### config.mk
export PLATFORM = sky130hd
export DESIGN_NAME = torpedo_hit_resolver
export DESIGN_NICKNAME = d
export VERILOG_FILES = /design/src/rtl/torpedo_hit_resolver.sv
export SDC_FILE = /design/constraint.sdc
export NUM_CORES = 1
export LEC_CHECK = 0
export CORE_ASPECT_RATIO = 0.9
export CORE_UTILIZATION = 58
export CTS_CLUSTER_SIZE = 10
export DETAILED_ROUTE_END_ITERATION = 10
export PLACE_DENSITY = 0.85
export SLEW_MARGIN = 20
export SYNTH_ARGS = -nofsm -noshare
export SYNTH_HDL_FRONTEND = slang
export SYNTH_SLANG_ARGS = --single-unit
### constraint.sdc
create_clock -name clk -period 8.18 [get_ports clk]
set_input_delay 1.636 -clock clk [delete_from_list [all_inputs] [get_ports clk]]
set_output_delay 1.636 -clock clk [all_outputs]
set_load 0.01 [all_outputs]
### src/rtl/torpedo_hit_resolver.sv
// Collects per-frame torpedo/asteroid/ship overlaps, resolves them after vsync and emits hit pulses.
// Latency: pulses and the score update appear TORPEDOS+1 cycles after the accepted vsync cycle.
// Backpressure: none; every output is a registered one-cycle pulse or level that cannot be stalled.
//
// Ports:
//   clk        system/pixel clock
//   reset      synchronous, active-high
//   vsync      1-cycle frame pulse; snapshots the frame's overlaps and starts resolution
//   pix_valid  current pixel is inside the active area
//   torp_draw  [TORPEDOS]  torpedo i opaque at current pixel
//   ast_draw   [ASTEROIDS] asteroid j opaque at current pixel
//   ship_draw  ship opaque at current pixel
//   torp_hit   [TORPEDOS]  1-cycle pulse, torpedo i destroyed
//   ast_hit    [ASTEROIDS] 1-cycle pulse, asteroid j destroyed
//   ship_hit   1-cycle pulse, ship struck by an asteroid
//   score      [SCORE_W]   saturating asteroid kill count
//   busy       high while resolution/emission is in progress
//
// Optional feature: define SHIP_INVULN_EN to give the ship INVULN_FR frames of immunity after reset
// and after every ship_hit pulse.

module torpedo_hit_resolver #(
  parameter int TORPEDOS  = 2,
  parameter int ASTEROIDS = 8,
  parameter int SCORE_W   = 16,
  parameter int INVULN_FR = 120
) (
  input  logic                 clk,
  input  logic                 reset,
  input  logic                 vsync,
  input  logic                 pix_valid,
  input  logic [TORPEDOS-1:0]  torp_draw,
  input  logic [ASTEROIDS-1:0] ast_draw,
  input  logic                 ship_draw,
  output logic [TORPEDOS-1:0]  torp_hit,
  output logic [ASTEROIDS-1:0] ast_hit,
  output logic                 ship_hit,
  output logic [SCORE_W-1:0]   score,
  output logic                 busy
);

  localparam int IDX_W = (TORPEDOS > 1) ? $clog2(TORPEDOS) : 1;
  localparam logic [IDX_W-1:0] T_LAST = IDX_W'(TORPEDOS - 1);
  localparam logic [IDX_W-1:0] T_ONE  = IDX_W'(1);

  // Unsupported parameter sets show up as g_bad_params in the elaborated hierarchy.
  if (TORPEDOS < 1 || TORPEDOS > 8 || ASTEROIDS < 1 || ASTEROIDS > 16 || INVULN_FR < 0) begin : g_bad_params
  end

  typedef enum logic [1:0] {
    ST_ACCUM   = 2'd0,
    ST_RESOLVE = 2'd1,
    ST_EMIT    = 2'd2
  } state_t;

  state_t state_q, state_d;

  // Live overlap matrix (m_q/s_q) and the snapshot being resolved (ms_q/ss_q).
  logic [TORPEDOS-1:0][ASTEROIDS-1:0] m_q, ms_q, samp;
  logic                               s_q, ss_q, samp_s;
  logic                               snap;
  logic                               ship_en;

  // Resolution state: current torpedo index, asteroids already claimed, torpedoes granted a hit.
  logic [IDX_W-1:0]     t_q, t_d;
  logic [ASTEROIDS-1:0] claim_q, claim_d;
  logic [TORPEDOS-1:0]  ptorp_q, ptorp_d;
  logic [ASTEROIDS-1:0] req, grant;
  logic                 found;
  logic                 emit_load;

  logic [SCORE_W:0]     pop, sum;
  logic [SCORE_W-1:0]   score_sat;

  // This cycle's overlap contribution; invalid pixels contribute nothing.
  always_comb begin
    samp = '0;
    for (int i = 0; i < TORPEDOS; i++) begin
      samp[i] = (pix_valid && torp_draw[i]) ? ast_draw : '0;
    end
    samp_s = pix_valid & ship_draw & (|ast_draw);
  end

  // A vsync outside ACCUM is ignored: no snapshot, no clear, no FSM effect.
  assign snap = vsync && (state_q == ST_ACCUM);

  always_ff @(posedge clk) begin
    if (reset) state_q <= ST_ACCUM;
    else       state_q <= state_d;
  end

  always_comb begin
    state_d   = state_q;
    t_d       = t_q;
    claim_d   = claim_q;
    ptorp_d   = ptorp_q;
    emit_load = 1'b0;
    req       = ms_q[t_q] & ~claim_q;
    grant     = '0;
    found     = 1'b0;

    // Lowest-index free asteroid wins for the current torpedo.
    for (int j = 0; j < ASTEROIDS; j++) begin
      if (req[j] && !found) begin
        grant[j] = 1'b1;
        found    = 1'b1;
      end
    end

    case (state_q)
      ST_ACCUM: begin
        if (vsync) begin
          state_d = ST_RESOLVE;
          t_d     = '0;
          claim_d = '0;
          ptorp_d = '0;
        end
      end
      ST_RESOLVE: begin
        if (found) begin
          ptorp_d[t_q] = 1'b1;
          claim_d      = claim_q | grant;
        end
        // The last torpedo's claim is folded straight into the output registers.
        if (t_q == T_LAST) begin
          state_d   = ST_EMIT;
          emit_load = 1'b1;
        end else begin
          t_d = t_q + T_ONE;
        end
      end
      ST_EMIT: begin
        state_d = ST_ACCUM;
      end
      default: begin
        state_d = ST_ACCUM;
      end
    endcase
  end

  // Score increment is the number of asteroids claimed this frame, clamped at all-ones.
  always_comb begin
    pop = '0;
    for (int j = 0; j < ASTEROIDS; j++) begin
      pop = pop + (SCORE_W + 1)'(claim_d[j]);
    end
    sum       = {1'b0, score} + pop;
    score_sat = sum[SCORE_W] ? {SCORE_W{1'b1}} : sum[SCORE_W-1:0];
  end

  always_ff @(posedge clk) begin
    if (reset) begin
      t_q      <= '0;
      claim_q  <= '0;
      ptorp_q  <= '0;
      m_q      <= '0;
      s_q      <= 1'b0;
      ms_q     <= '0;
      ss_q     <= 1'b0;
      torp_hit <= '0;
      ast_hit  <= '0;
      ship_hit <= 1'b0;
      score    <= '0;
      busy     <= 1'b0;
    end else begin
      t_q     <= t_d;
      claim_q <= claim_d;
      ptorp_q <= ptorp_d;

      // The vsync cycle's own sample belongs to the frame being closed.
      if (snap) begin
        ms_q <= m_q | samp;
        ss_q <= (s_q | samp_s) & ship_en;
        m_q  <= '0;
        s_q  <= 1'b0;
      end else begin
        m_q <= m_q | samp;
        s_q <= s_q | samp_s;
      end

      torp_hit <= emit_load ? ptorp_d : '0;
      ast_hit  <= emit_load ? claim_d : '0;
      ship_hit <= emit_load & ss_q;
      if (emit_load) score <= score_sat;
      busy <= (state_d != ST_ACCUM);
    end
  end

`ifdef SHIP_INVULN_EN
  localparam int INV_W = ($clog2(INVULN_FR + 1) > 7) ? $clog2(INVULN_FR + 1) : 7;

  logic [INV_W-1:0] inv_q;

  // Immunity is judged by the counter value at the vsync that closes the frame, so a load of N
  // suppresses the next N frames in full.
  assign ship_en = (inv_q == '0);

  always_ff @(posedge clk) begin
    if (reset) begin
      inv_q <= INV_W'(INVULN_FR);
    end else if (emit_load && ss_q) begin
      inv_q <= INV_W'(INVULN_FR);
    end else if (vsync && (inv_q != '0)) begin
      inv_q <= inv_q - INV_W'(1);
    end
  end
`else
  assign ship_en = 1'b1;
`endif

endmodule

---- Word-level counts from Yosys, hierarchy flattened ----
Index checks and enable logic that the tools add are counted.
W data, S select, Z words.
cells by class
  shifts and indexed selects .............. 0
  multipliers ............................. 0
  reduce and logical (&&, ||, !) cells .... 25
  equality and inequality tests ........... 2
  bitwise gates (word level) .............. 10
  magnitude comparators ................... 2
  $add $sub $neg .......................... 9
  divide/modulo/power cells ............... 0
  muxes and demuxes ....................... 36
operators with widths
  operator             count
  $mux W8              6
  $mux W1              20
  $add A16 B8 Y17      1
  $mux W16             1
  $or A16 B16 Y16      1
  $pmux W8 S2          1
  $logic_and A1 B1 Y1  11
  $add A7 B1 Y8        1
  $and A8 B8 Y8        1
  $mux W2              4
  $not A8 Y8           1
  $or A8 B8 Y8         1
  $pmux W2 S2          2
  $reduce_or A8 Y1     1
  $add A6 B1 Y7        1
  $logic_not A1 Y1     7
  $add A5 B1 Y6        1
  $add A4 B1 Y5        1
  $add A3 B1 Y4        1
  $reduce_bool A2 Y1   2
  $reduce_or A2 Y1     2
  $add A2 B1 Y3        1
  $and A1 B1 Y1        3
  $add A1 B1 Y2        1
  other kinds (12)     12
word-level totals
  flip-flop bits (word level) ............. 75
  output and inout port bits .............. 28
  bits in read-only memories .............. 0
  bits in writable memories ............... 0
  memories ................................ 0
  bits in latches ......................... 0
  logic and storage cells ................. 99

---- Logic depth before layout (Yosys ltp) ----
Gate-level depths: netlist (run 1).
  word-level depth ........................ 37
  gate-level depth with buffers ........... 18
  mapped depth without buffers ............ 16

---- Least setup slack after synthesis (run 1) ----
OpenSTA, ideal clock, no wires.
  kind .................................... input port to flip-flop
  from .................................... input port vsync
  to ...................................... register score[14]
  cell stages on the path ................. 16
  setup slack ............................. 2.716 ns
  buffers on the path ..................... 2
  required time ........................... 8.048 ns
  setup time .............................. 0.132 ns
  data arrival time ....................... 5.332 ns
  cell sequence ........................... nand2b_1 -> nor2_1 -> clkbuf_1 -> or2_1 -> fa_1 -> fa_1 -> fa_1 -> fa_1 -> inv_1 -> fa_1 -> nand3_1 -> a211oi_1 -> buf_2 -> nand3_1 -> nor3b_1 -> nor3_1
between the ends
  longest elaborated chain between the ends .. 11
ends and longest elaborated chain
  element               line  RTL
  from (decl)           30    input logic vsync,
  $mux W8 (*)           112   if (vsync) begin
  $pmux W8 S2 (*)       110   case (state_q)
  $add A1 B1 Y2         145   pop = pop + (SCORE_W + 1)'(claim_d[j]);
  $add A2 B1 Y3         145
  $add A3 B1 Y4         145
  $add A4 B1 Y5         145
  $add A5 B1 Y6         145
  $add A6 B1 Y7         145
  $add A7 B1 Y8 (*)     145
  $add A16 B8 Y17 (*)   147   sum = {1'b0, score} + pop;
  $mux W16 (*)          148   score_sat = sum[SCORE_W] ? {SCORE_W{1'b1}} : sum[SCORE_W-1:0];
  to (signal assigned)  184   if (emit_load) score <= score_sat;
  to (decl)             38    output logic [SCORE_W-1:0] score,
Mark *: on every way between the ends. The rest lies on a longest branch, timed or not.
A chain may end at the register's enable or synchronous reset.

---- Final worst setup path (run 1) ----
  from .................................... input port vsync
  to ...................................... register score[0]
The elaborated chain is that of the path after synthesis.

==> results of run 1 <==
==> stage by stage <==
step	hold WS, ns	cell area (um2)	power (mW)
after floorplan	0.424	3110	0.452
after global placement	0.437	3550	0.472
after detailed placement	0.444	3550	0.476
after CTS	0.460	3760	0.779
after global routing	0.488	3770	0.802
final	0.462	3770	0.775
==> state kept, by name, summed over array words and instances (netlist names), 2 cells and up <==
| signal | cells |
|---|---|
| m_q | 16 |
| ptorp_q | 2 |
| claim_q | 8 |
| torp_hit | 2 |
| state_q | 2 |
| ast_hit | 8 |
| score | 16 |
| ms_q | 16 |
==> power groups by stage <==
stage	registers [mW]	clock network [mW]	logic, mW
after CTS	0.388	0.311	0.0810
after detailed placement	0.396	0	0.0803
final	0.388	0.306	0.0818
after global placement	0.395	0	0.0778
after floorplan	0.393	0	0.0595
after global routing	0.389	0.324	0.0901
==> cells by family after synthesis <==
group / share of synthesized area, %
AND/OR/NAND/NOR: 17.4
buffers and inverters: 4.27
adder cells (fa/ha/maj): 5.64
AO/OA/AOI/OAI: 18.9
XOR/XNOR: 1.69
multiplexers: 3.71
flip-flops: 48.3
==> per-layer routing <==
| metal | wire, um | part of all wire [%] |
|---|---|---|
| met4 | 114 | 1.7 |
| met5 | 0 | 0 |
| met2 | 3220 | 47 |
| met1 | 3040 | 45 |
| met3 | 453 | 6.6 |
==> cell type report <==
type                            count  area, um2
Inverter                           14       52.6
Fill cell                         379       1220
Multi-Input combinational cell    229       1480
Sequential cell                    75       1500
Tap cell                           65       81.3
Clock buffer                       10        138
Timing Repair Buffer               44        435
Clock inverter                      5       77.6
==> critical path: cells and delay by family <==
| kind | cells | cell delay, ns |
|---|---|---|
| AND/OR/NAND/NOR | 5 | 1.22 |
| adder cells (fa/ha/maj) | 5 | 1.99 |
| AO/OA/AOI/OAI | 3 | 1.09 |
| buffers and inverters | 2 | 0.53 |
==> synth_stat cells, drive strengths merged (2+ instances only) <==
cell      n  area [um2]
a211oi   21         158
a21boi    2        15.0
a21oi    35         175
a222oi    2        20.0
a22o      2        17.5
a22oi     2        15.0
a31oi     4        31.3
a32oi     3        33.8
and2      5        31.3
and3      5        32.5
buf       5        27.5
clkbuf   14        52.6
dfxtp    75        1500
fa        5         100
ha        6        75.1
inv      14        52.6
mux2      6        75.1
mux2i     4        40.0
nand2     9        33.8
nand2b    3        18.8
nand3     8        40.0
nand4     2        18.8
nor2     63         236
nor2b     4        25.0
nor3      5        25.0
nor4      2        12.5
o2111ai   5        43.8
o21ai     4        20.0
o31a      2        17.5
or2       6        37.5
xor2      5        43.8
==> worst max path at each step <==
stage                from                endpoint  cells past startpoint
floorplan           vsync  score[14]$_SDFFE_PP0P_                     16
global placement    vsync   score[1]$_SDFFE_PP0P_                     15
detailed placement  vsync   score[7]$_SDFFE_PP0P_                     15
CTS                 vsync   score[7]$_SDFFE_PP0P_                     15
global route        vsync   score[7]$_SDFFE_PP0P_                     15
finish              vsync   score[0]$_SDFFE_PP0P_                     15
==> impl_metrics.tcl, run 1 <==
set metrics [dict create \
    p_per_area_nw_per_um2 206 \
    worstMarginPinSlew_ns 0.690 \
    hp-class "flop to flop" \
    drt-pass1-iter-count 5 \
    setup_viol_count_final 0 \
    cts_hold_buf 0 \
    hold_viol_final 0 \
    preCtsSetupSlack_ns 1.18 \
    async_reset_ff_share_pct 0 \
    core_um2 4980 \
    wl_per_cell_um 15.5 \
    slowest_delay_ns 0.60 \
    endpoint_kind "flop" \
    crit_type "input pin to flop" \
    vias 2551 \
    gr-usage-all-layers_pct 26.2 \
    combPwrFrac_pct 10.5 \
    max-slew-margin-rel_pct 53.9 \
    ant_nets 0 \
    synthCells 337 \
    yosys_most_used_dff "dfxtp_1" \
    place_congestion 0.820 \
    power_switching_mw 0.185 \
    initialDrtViolationCount 214 \
    final_common_cell "dfxtp_1" \
    internal-power_mw 0.590 \
    dpl.hpwl_mm 4.77 \
    row_count 24 \
    stdcell_count 442 \
    arrival_ns 6.48 \
    ff2ff_path_depth 15 \
    drc 0 \
    slowest_stage "a211oi_2" \
    mostFrequentLayoutCells "dfxtp_1 (75), nor2_1 (62), clkdlybuf4s50_1 (42)" \
    die_w_um 79.1 \
    grt-ovfl-total 0 \
    dieArea_um2 5650 \
    min_delay_path_depth 1 \
    critPathMaxFanout 16 \
    yosysSeqAreaShare_pct 48.3 \
    period_minus_slack_ns 6.20 \
    clock-sinks 75 \
    grt_util_met3_pct 7.52 \
    sw_frac_of_total_pct 23.9 \
    p_seq_share_pct 50.0 \
    fin_crit_sh_pct 75.8 \
    place_inst 427 \
    finalSetupTns_ns 0 \
    cts_setup_buffers 0 \
    area_delta_synth_final_pct 21.2 \
    leakage_nw 1.39 \
    die_y_um 71.4 \
    clk_path_buf_depth 2 \
    cts_resized 0 \
    min_to "torp_hit[0]$_SDFF_PP0_" \
    r2r_end "score[0]$_SDFFE_PP0P_" \
    grt_max_degree 47 \
    clk_latency_ns 0.35 \
    vias_per_cell 5.77 \
    fmax_mhz 161 \
    diodes 0 \
    cpMostUsedCell "fa_1" \
    reg2reg_from "t_q$_SDFFE_PP0P_" \
    grtUsageMet2_pct 40.5 \
    cts_buffers 9 \
    grt_pass1_wl_mm 11.3 \
    grt_setup_unrepaired "false" \
    h-tree-depth 3 \
    drive_gt1_share_pct 9.28 \
    ir_drop_mv 0.183 \
    final_core_util_pct 75.6 \
    grt.busiest_layer "met2" \
    io_pins 43 \
    required_ns 8.45 \
    syn-cell-area_um2 3110 \
    min_from "ptorp_q[0]$_SDFF_PP0_" \
    clockPowerShare_pct 39.5 \
    crit_chain "clkdlybuf4s50_1, nand2b_1, nor2_2, nor2_1, a41oi_2, fa_1, fa_1, fa_1, fa_1, inv_1, fa_1, nand3_1, a211oi_2, nand2_1, a21oi_1" \
    ys_ff_latch 75 \
    clock-root-buffer "clkbuf_8" \
    syn_area_per_cell_um2 9.22 \
    yosysUniqueCellTypes 48 \
    synth_edf_count 0 \
    path_clk_slew_ns 0.07 \
    synth_warnings 0 \
    antenna_found_initial 0 \
    maxCapViolations 0 \
    worstSetupStartpointType "input pin" \
    status "finished clean" \
    fin_nets 399 \
    worst_slack_ns 1.98 \
    clock_skew_ns 0.00843 \
    start_util_pct 62.3 \
    syn-num-nets 363 \
    wl_mm 6.83 \
    grt_pass1_vias 2391 \
    reg2reg_setup_slack_ns 2.26 \
    portBuffers 42 \
    gr-usage-met1_pct 34.8 \
    cts_tree "done" \
    slew_violations 0 \
]
(Power assumes the default switching activity.)
==> run 2: changes to the inputs <==
--- a/config.mk
+++ b/config.mk
@@ -6,10 +6,10 @@
 export NUM_CORES = 1
 export LEC_CHECK = 0
 export CORE_ASPECT_RATIO = 0.9
-export CORE_UTILIZATION = 58
+export CORE_UTILIZATION = 54
 export CTS_CLUSTER_SIZE = 10
 export DETAILED_ROUTE_END_ITERATION = 10
-export PLACE_DENSITY = 0.85
+export PLACE_DENSITY = 0.8
 export SLEW_MARGIN = 20
 export SYNTH_ARGS = -nofsm -noshare
 export SYNTH_HDL_FRONTEND = slang
==> constraint.sdc (replaced) <==
create_clock -name clk -period 6.3 [get_ports clk]
set_input_delay 1.26 -clock clk [delete_from_list [all_inputs] [get_ports clk]]
set_output_delay 1.26 -clock clk [all_outputs]
set_load 0.01 [all_outputs]
==> run 2 against run 1 <==
Clock power is 21% higher. Setup slack worse by 1.2 ns. Critical endpoint is now score[11]$_SDFFE_PP0P_. Sequential share of layout area is 0.13 points higher. Critical path type is now flop to flop.
==> impl_metrics.tcl, run 2 (synthesis gave the netlist of run 1 again) <==
set metrics [dict create \
    reg_top3 "m_q: 16 flops, ms_q: 16 flops, score: 16 flops" \
    dieArea_um2 6060 \
    power_switching_mw 0.255 \
    combPwrFrac_pct 10.6 \
    grt_pass1_wl_mm 10.6 \
    wl_per_cell_um 14.1 \
    p_per_area_nw_per_um2 260 \
    critPathMaxFanout 13 \
    fin_crit_sh_pct 87.7 \
    cpMostUsedCell "fa_1" \
    wl_mm 6.28 \
    clk_latency_ns 0.35 \
    internal-power_mw 0.722 \
    vias_per_cell 5.61 \
    initialDrtViolationCount 186 \
    place_area_um2 3560 \
    fin_area_um2 3750 \
    diodes 0 \
    r2r_end "score[11]$_SDFFE_PP0P_" \
    hp-class "flop to flop" \
    fin_nets 400 \
    reg2reg_from "t_q$_SDFFE_PP0P_" \
    die_w_um 82.0 \
    cp_num_buf_inv 2 \
    place_congestion 0.825 \
    drt-pass1-iter-count 4 \
    p_seq_share_pct 51.5 \
    cts_resized 0 \
    vias 2501 \
    place_inst 430 \
    clock-sinks 75 \
    period_minus_slack_ns 5.53 \
    min_from "ss_q$_SDFFE_PP0P_" \
    worst_slack_ns 0.773 \
    required_ns 6.58 \
    cts_setup_buffers 0 \
    drc 0 \
    crit_cells 16 \
    critPathTopFamily "adder cells" \
    clockPowerShare_pct 37.9 \
    sw_frac_of_total_pct 26.1 \
    maxCapViolations 0 \
    slew_violations 0 \
    mostFrequentLayoutCells "dfxtp_1 (75), nor2_1 (62), clkdlybuf4s50_1 (42)" \
    start_util_pct 57.7 \
    gr-usage-all-layers_pct 23.5 \
    max-slew-margin-rel_pct 51.9 \
    drive_gt1_share_pct 9.50 \
    crit_type "flop to flop" \
    dpl.hpwl_mm 4.38 \
    area_delta_synth_final_pct 20.8 \
    slowest_stage "dfxtp_1" \
    core_um2 5380 \
    final_core_util_pct 69.8 \
    ant_nets 0 \
    final_common_cell "dfxtp_1" \
    clk_path_buf_depth 2 \
    portBuffers 42 \
    power_mw 0.977 \
    min_to "ship_hit$_SDFF_PP0_" \
    status "finished clean" \
    h-tree-depth 3 \
    ff2ff_path_depth 16 \
    preCtsSetupSlack_ns 0.818 \
    setup_viol_count_final 0 \
    leakage_nw 1.39 \
    path_clk_slew_ns 0.08 \
    grt_setup_unrepaired "false" \
    endpoint_kind "flop" \
    hold_viol_final 0 \
    worstMarginPinSlew_ns 0.722 \
    clock-root-buffer "clkbuf_8" \
    min_delay_path_depth 1 \
    stdcell_count 446 \
    cts_buffers 9 \
    cts_hold_buf 0 \
    finalSetupTns_ns 0 \
    cts_tree "done" \
    crit_chain "mux2_2, a222oi_1, nand4_2, a31oi_2, or2_1, fa_1, fa_1, fa_1, fa_1, inv_1, fa_1, nand3_1, a211oi_1, buf_4, nand2_1, a21oi_1" \
    worstSetupStartpointType "flop" \
    row_count 25 \
    reg2reg_setup_slack_ns 0.77 \
    die_y_um 74.0 \
    io_pins 43 \
    slowest_delay_ns 0.67 \
    antenna_found_initial 0 \
    grt_pass1_vias 2269 \
    fin_hold_ws_ns 0.457 \
    arrival_ns 5.80 \
    fmax_mhz 181 \
    grt-ovfl-total 0 \
    grt_max_degree 47 \
    ir_drop_mv 0.185 \
    clock_skew_ns 0.00800 \
]
## run 2: cell types whose count changed in the layout (fill, tap and decap cells not counted)
| cell | before | now |
|---|---|---|
| inv_6 | 0 | 3 |
| a211oi_2 | 1 | 0 |
| a211oi_1 | 20 | 21 |
| bufinv_16 | 2 | 1 |
| clkbuf_8 | 10 | 9 |
| buf_4 | 2 | 3 |
## run 2: worst register-to-register path, cell delays in order, from the launching register on
cell      delay (ns)
dfxtp_1         0.67
mux2_2          0.44
a222oi_1        0.54
nand4_2         0.30
a31oi_2         0.29
or2_1           0.14
fa_1            0.42
fa_1            0.50
fa_1            0.42
fa_1            0.40
inv_1           0.08
fa_1            0.21
nand3_1         0.11
a211oi_1        0.21
buf_4           0.22
nand2_1         0.25
a21oi_1         0.23
## run 2: power groups by stage
stage	registers [mW]	logic, mW	clock network, mW
finish	0.503	0.104	0.371
CTS	0.503	0.103	0.377
global placement	0.513	0.100	0
global route	0.505	0.116	0.401
floorplan	0.510	0.0773	0
detailed placement	0.514	0.103	0
## run 2: how the worst max path moves through the flow
stage,from,endpoint,slack (ns)
4_1_cts,t_q$_SDFFE_PP0P_,score[0]$_SDFFE_PP0P_,0.83
3_3_place_gp,vsync,score[14]$_SDFFE_PP0P_,0.97
6_report,t_q$_SDFFE_PP0P_,score[11]$_SDFFE_PP0P_,0.77
3_5_place_dp,vsync,score[1]$_SDFFE_PP0P_,0.82
5_1_grt,t_q$_SDFFE_PP0P_,score[5]$_SDFFE_PP0P_,0.47
2_1_floorplan,vsync,score[14]$_SDFFE_PP0P_,1.21
## run 2: layer usage
| metal | track usage (%) | wire length [um] | up-vias |
|---|---|---|---|
| met5 | 0 | 0 | - |
| met4 | 7.41 | 57 | 0 |
| met3 | 8.83 | 346 | 10 |
| met2 | 33.9 | 2710 | 80 |
| met1 | 32.5 | 3170 | 1139 |
| li1 | - | - | 1272 |
## run 2: layout make-up
type,count,area [um2]
clock inverter,7,73.8
multi-input combinational,229,1480
fill,432,1630
clock buffer,9,124
sequential,75,1500
timing repair buffer,45,443
tap,67,83.8
inverter,14,52.6
